### config.mk
export PLATFORM = sky130hd
export DESIGN_NAME = idex_stage_reg
export DESIGN_NICKNAME = d
export VERILOG_FILES = /design/src/rtl/idex_stage_reg.sv
export SDC_FILE = /design/constraint.sdc
export NUM_CORES = 1
export LEC_CHECK = 0
export BUFFER_PORTS_ARGS = -buffer_cell sky130_fd_sc_hd__buf_2
export CORE_ASPECT_RATIO = 0.7
export CORE_MARGIN = 4
export CORE_UTILIZATION = 40
export DETAILED_ROUTE_END_ITERATION = 16
export PLACE_DENSITY_LB_ADDON = 0.05
export SKIP_LAST_GASP = 1
export SLEW_MARGIN = 5
export SYNTH_ARGS = -nofsm -noshare
export SYNTH_HDL_FRONTEND = slang
export SYNTH_SLANG_ARGS = --single-unit
### constraint.sdc
create_clock -name clk -period 2.53 [get_ports clk]
set_input_delay 0 -clock clk [delete_from_list [all_inputs] [get_ports clk]]
set_output_delay 0 -clock clk [all_outputs]
set_load 0.005 [all_outputs]
### src/rtl/idex_stage_reg.sv
// ID/EX pipeline register with load-use bubble insertion, EX flush squashing,
// downstream hold, and saturating bubble/flush event counters.
module idex_stage_reg #(
  parameter int CNT_W = 16
) (
  input  logic             clk,
  input  logic             rst_n,
  input  logic [14:0]      d_ctrl,
  input  logic [174:0]     d_data,
  input  logic             d_valid,
  input  logic             flush_E,
  input  logic             stall_E,
  output logic [14:0]      e_ctrl,
  output logic [174:0]     e_data,
  output logic             e_valid,
  output logic             stall_F,
  output logic             stall_D,
  output logic [CNT_W-1:0] bubble_cnt,
  output logic [CNT_W-1:0] flush_cnt
);

  typedef struct packed {
    logic [14:0]  ctrl;
    logic [174:0] data;
    logic         vld;
  } ex_slot_t;

  ex_slot_t ex_q;

  logic [1:0] e_result_src;
  logic [4:0] e_rd, d_rs1, d_rs2;
  logic       lu_haz;

  assign e_ctrl  = ex_q.ctrl;
  assign e_data  = ex_q.data;
  assign e_valid = ex_q.vld;

  assign e_result_src = ex_q.ctrl[13:12];
  assign e_rd         = ex_q.data[4:0];
  assign d_rs1        = d_data[14:10];
  assign d_rs2        = d_data[9:5];

  // Rs2 is compared even for formats that do not read it: conservative.
  assign lu_haz = ex_q.vld && (e_result_src == 2'b01) && (e_rd != 5'd0) && d_valid &&
                  ((d_rs1 == e_rd) || (d_rs2 == e_rd));

  // A flushed decode slot is wrong-path, so its hazard must not stall fetch.
  assign stall_F = rst_n & (stall_E | (lu_haz & ~flush_E));
  assign stall_D = stall_F;

  always_ff @(posedge clk or negedge rst_n) begin
    if (!rst_n) begin
      ex_q       <= '0;
      bubble_cnt <= '0;
      flush_cnt  <= '0;
    end else if (flush_E) begin
      ex_q.ctrl <= '0;
      ex_q.vld  <= 1'b0;
      if (flush_cnt != '1) flush_cnt <= flush_cnt + 1'b1;
    end else if (stall_E) begin
      ex_q <= ex_q;
    end else if (lu_haz) begin
      ex_q.ctrl <= '0;
      ex_q.vld  <= 1'b0;
      if (bubble_cnt != '1) bubble_cnt <= bubble_cnt + 1'b1;
    end else begin
      // Invalid slots carry zero control so nothing architectural leaks into EX.
      ex_q.ctrl <= d_valid ? d_ctrl : 15'd0;
      ex_q.data <= d_data;
      ex_q.vld  <= d_valid;
    end
  end

endmodule

* Word level (Yosys, flattened, before mapping)
Index checks and enable logic that the tools add are counted.
** Word-level totals
- Bits in latches :: 0
- Register bits after elaboration :: 223
- Memory bits (writable) :: 0
- Memory bits (read-only) :: 0
- Output and inout port bits :: 225
- Input port bits :: 195
- Memories kept :: 0
- Word-level logic and storage cells :: 35
** Operators by class
- Multiply operators :: 0
- Mux-type cells :: 7
- Equal/unequal tests :: 6
- Reductions and logical operators :: 9
- Bitwise operators :: 6
- Magnitude comparators :: 0
- Divide/modulo/power cells :: 0
- Add/subtract/negate cells :: 2
- Shifts and indexed selects :: 0
** Operators by type and width (number)
- 191-bit 2-to-1 mux :: 1
- 175-bit 2-to-1 mux :: 1
- 15-bit 2-to-1 mux :: 3
- 16-bit by 1-bit adder with 16-bit output, second input constant :: 2
- 16-bit inequality test, second input constant :: 2
- 5-bit equality test :: 2
- 5-bit nonzero test :: 1
- 1-bit logical AND :: 4
- 4-bit AND reduction :: 1
- 1-bit NOT :: 3
- 3-bit AND reduction :: 1
- 1-bit bitwise AND :: 2
- 2-bit by 1-bit equality test with 1-bit output, second input constant :: 1
- 1-bit 2-to-1 mux :: 2
- 2-bit inequality test, second input constant :: 1
- 2-bit AND reduction :: 1
- 1-bit logical OR :: 1
- 1-bit OR :: 1

* Logic depth before layout (Yosys ltp)
- Depth in word-level cells :: 8
- Gate-level depth with buffers :: 8
- Gate-level depth less buffers :: 7

* Worst setup path after synthesis
OpenSTA, ideal clock, no wires.
- Path kind :: flip-flop to flip-flop
- Start :: register ex_q (netlist bit e_data[4])
- End :: register ex_q (netlist bit e_data[100])
- Data arrival time :: 1843 ps
- Cell stages (with the launch flop) :: 9
- Buffers on the path :: 2
- Path slack :: 563 ps
- Cells stage by stage :: dfrtp_1 -> xnor2_1 -> nand3_1 -> o22ai_2 -> nand2_2 -> nand2_1 -> buf_4 -> buf_6 -> mux2_2
** Between the ends
- Cells in the longest elaborated chain, start to end :: 6
** Ends and longest elaborated chain
- from (decl) :: RTL line 28 : ex_slot_t ex_q;
- from (signal assigned) :: RTL line 61 : ex_q <= ex_q;
- 5-bit nonzero test :: RTL line 44 : assign lu_haz = ex_q.vld && (e_result_src == 2'b01) && (e_rd != 5'd0) && d_valid &&
- 1-bit logical AND (2 in series) :: RTL line 44
- 1-bit logical AND * :: RTL line 44
- 1-bit NOT (no source line) *
- 3-bit AND reduction (no source line) *
Mark *: on every way between the ends. The rest lies on a longest branch, timed or not.
A chain may end at the register's enable or synchronous reset.

* Worst setup path in the final report
- Start :: register ex_q (netlist bit e_data[0])
- End :: register ex_q (netlist bit e_ctrl[4])
** Between the ends
- Cells in the longest elaborated chain, start to end :: 7
** Ends and longest elaborated chain
- 5-bit nonzero test :: RTL line 44
- 1-bit logical AND (2 in series) :: RTL line 44
- 1-bit logical AND * :: RTL line 44
- 15-bit 2-to-1 mux * :: RTL line 62 : end else if (lu_haz) begin
- 191-bit 2-to-1 mux * :: RTL line 60 : end else if (stall_E) begin
- 15-bit 2-to-1 mux * :: RTL line 56 : end else if (flush_E) begin
Mark *: on every way between the ends. The rest lies on a longest branch, timed or not. The select of a mux whose other input is x is not followed.

==> results.md <==
- Clock root cell: clkbuf_16
- Seq cells post-synth: 223
- CTS H-tree lvls: 1
- PnR worst setup slack: 0.150 ns
- Yosys cell types: 38
- Vias in the first global route: 7567
- First-pass GRT wire length: 41500 microns
- Register share of total power: 44.8%
- Dpl cells: 1271
- CORE AREA: roughly 22000 sq um
- Run status: finished, final reports clean
- Boundary pin count: 420
- Clock network latency to the later pin of the worst-skew pair: 0.50 ns
- Final hold slack: 0.109 ns
- Pwr per Cell Area: 689 nW/um^2
- Rel. slew slack: 59.0%
- Die ar.: between 20000 and 25000 sq um
- TritonRoute pass-1 iters: 5
- Fmax: 0.420 GHz
- Final worst-path cycle share: 94.1%
- Share of layout cells above drive strength 1: between 50% and 60%
- Pins over their slew limit: 0
- Worst-margin pin slew: 0.614 ns
- Clock skew: 0.00832 ns
- Seq/Total Area, Yosys: between 60% and 70%
- Clk buf depth: 3
- # Post-CTS Setup Buffers: 0
- Gp weighted congestion: 0.789
- Int Pwr: around 7.2 mW
- Area delta synth->final: 58.0%
- Register-to-register setup slack: 0.15 ns
- Max VDD drop: 0.000382 V
- Startpoint types: register
- Largest net degree at the start of global routing: 78
- Port buffer count: 419
- CTS Buf Count: 23
- Clock power frac: 36.5%
- Clock period minus worst slack: 2.38 ns
- Post-synthesis area per instance: between 15 and 20 sq um
- Finished Layout Cells: roughly 1500
- 1st-iter DRT viols: 190
- Effective utilization at floorplan: 40.7%
- Place WS: 0.311 ns
- Net count after synthesis: 783
- # nets final: 1410
- Placed inst area: 11200 sq um
- Grt ovf: 0
- Sw Pwr: 2.40 mW
- # fillers: 1685
- Final WL: about 27000 microns
- RSZ-0062 raised after global routing: no
- Worst Setup SP: e_data[0]
- Max capacitance violation total: 0
- WL/cell: 17.8 microns
- Num Clock Sinks: 223
- R2R Path Start: e_data[0]
- DR vias: 7005
- P_leak: 6.82 nW
- Die X: 186 microns
- Min-Delay Path Class: input pin to asynchronous set/reset pin
- Power, Total: 9.64 mW
- Number of synthesis warnings: 0
- CTS tree: done
- Initial antenna violation count: 1
- Clock transition at the registers of the reported paths: 0.06 ns
- Setup TNS Final: 0 ns
- WS Path Type: register to register
- Post-route cell area: around 14000 sq um
- Final count of negative-setup-slack endpoints: 0
- Crit path capture type: register
- Post-DP HPWL: 18500 microns
- Crit Reg-Reg Endpoint: e_ctrl[4]
- Most common cell after layout, fill and taps aside: buf_2
- Post-synthesis cell area: between 8000 and 9000 sq um
- Switching Fraction: 24.9%
- Worst Path Arrival: 2.76 ns
- Final Hold Violating Endpoints: 0
- Detail Route Antenna Nets: 0
- Worst EP required: 2.91 ns
- Final core occ: between 60 and 70%
- Chip Height: around 130 microns
- Worst Path Max Fanout: 17
- Vias per cell: 4.64
- GR Util All Layers: between 20% and 30%
- Reg2Reg Depth: 8
- Most frequent cells in the layout: buf_2, dfrtp_1, dlygate4sd3_1
- DRC viols: 0
- Row count: 45
- Comb power frac: a little under a fifth
- Cells after synthesis: 586
[per-layer routing]
metal / global-route usage [%] / wire length (microns)
met1: 26.0 / 10800
met2: 35.9 / 13200
met3: 5.39 / 1920
met4: 6.76 / 985
met5: 0 / 0
[cell families after synthesis]
group                      count (synthesis)  synth area share (%)
adders and majority gates                  2                 0.283
xor gates and xnor gates                  35                  3.46
and+or+nand+nor                           91                  5.43
buffers and inverters                     31                  2.84
muxes                                    177                  22.6
DFF                                      223                  63.0
AOI/OAI and AO/OA                         27                  2.42
[cells in the mapped netlist]
cell / instances / area [sq um]
a21oi_1: 3 / 15.0
a22oi_1: 1 / 7.51
a31o_2: 1 / 8.76
a31oi_1: 4 / 25.0
a32oi_1: 14 / 123
and2_1: 1 / 6.26
and3_1: 3 / 18.8
and4_1: 1 / 8.76
buf_2: 3 / 15.0
buf_4: 3 / 22.5
buf_6: 16 / 180
clkbuf_1: 6 / 22.5
dfrtp_1: 223 / 5580
ha_1: 2 / 25.0
inv_1: 3 / 11.3
mux2_2: 176 / 1980
mux2_4: 1 / 15.0
nand2_1: 15 / 56.3
nand2_2: 1 / 6.26
nand2b_1: 2 / 12.5
nand3_1: 13 / 65.1
nand3_2: 1 / 10.0
nand4_1: 4 / 25.0
nand4b_1: 2 / 17.5
nand4b_4: 1 / 23.8
nor2_1: 24 / 90.1
nor2_2: 1 / 6.26
nor2b_1: 2 / 12.5
nor3_1: 11 / 55.1
nor3b_1: 1 / 7.51
nor4_1: 5 / 31.3
o21a_1: 3 / 22.5
o22ai_2: 1 / 12.5
or3_1: 1 / 6.26
or4_4: 1 / 11.3
or4b_2: 1 / 10.0
xnor2_1: 19 / 166
xor2_1: 16 / 140
[worst max-delay path, cell delays in order (launching register included)]
cell,delay [ns]
dfrtp_1,0.44
xnor2_1,0.19
nand3_1,0.10
o22ai_2,0.33
nand2_2,0.13
buf_4,0.23
a32oi_1,0.22
nor2_1,0.05
dlygate4sd3_1,0.56
[final cells by class]
| type | instances | area [sq um] | area share [%] |
|---|---|---|---|
| well taps | 282 | 353 | 2.52 |
| flip-flops and latches | 223 | 5580 | 39.9 |
| multi-input cells | 332 | 3030 | 21.7 |
| diodes | 1 | 2.50 | 0.0179 |
| clock inverters | 9 | 125 | 0.894 |
| inverters | 3 | 11.3 | 0.0805 |
| repair buffers | 630 | 4230 | 30.2 |
| clock buffers | 30 | 662 | 4.73 |
[registers in the layout, indices dropped and copies added, names as in the netlist]
name	flops
bubble_cnt	16
e_ctrl	15
e_data	175
e_valid	1
flush_cnt	16
[what timing repair did]
item                                    4_1_cts  5_1_grt
endpoints found under the setup margin        0        0
endpoints found under the hold margin       263        0
gates resized for setup                       0        0
hold buffers                                199        0
[power by group through the flow]
| stage | logic (mW) | registers (mW) | clock network [mW] |
|---|---|---|---|
| after floorplan | 0.634 | 4.41 | 0 |
| after global placement | 1.57 | 4.36 | 0 |
| after detailed placement | 1.58 | 4.37 | 0 |
| after CTS | 1.84 | 4.31 | 3.61 |
| after global routing | 1.99 | 4.38 | 3.74 |
| final | 1.81 | 4.32 | 3.52 |
[how the worst max path moves through the flow]
| stage | endpoint | slack [ns] | cells past startpoint |
|---|---|---|---|
| after floorplan | e_data[100] | 0.56 | 8 |
| after global routing | e_ctrl[2] | 0.01 | 8 |
| after global placement | e_data[95] | 0.30 | 7 |
| after CTS | e_ctrl[0] | 0.16 | 8 |
| final | e_ctrl[4] | 0.15 | 8 |
| after detailed placement | e_data[42] | 0.31 | 7 |
(Power assumes the default switching activity.)
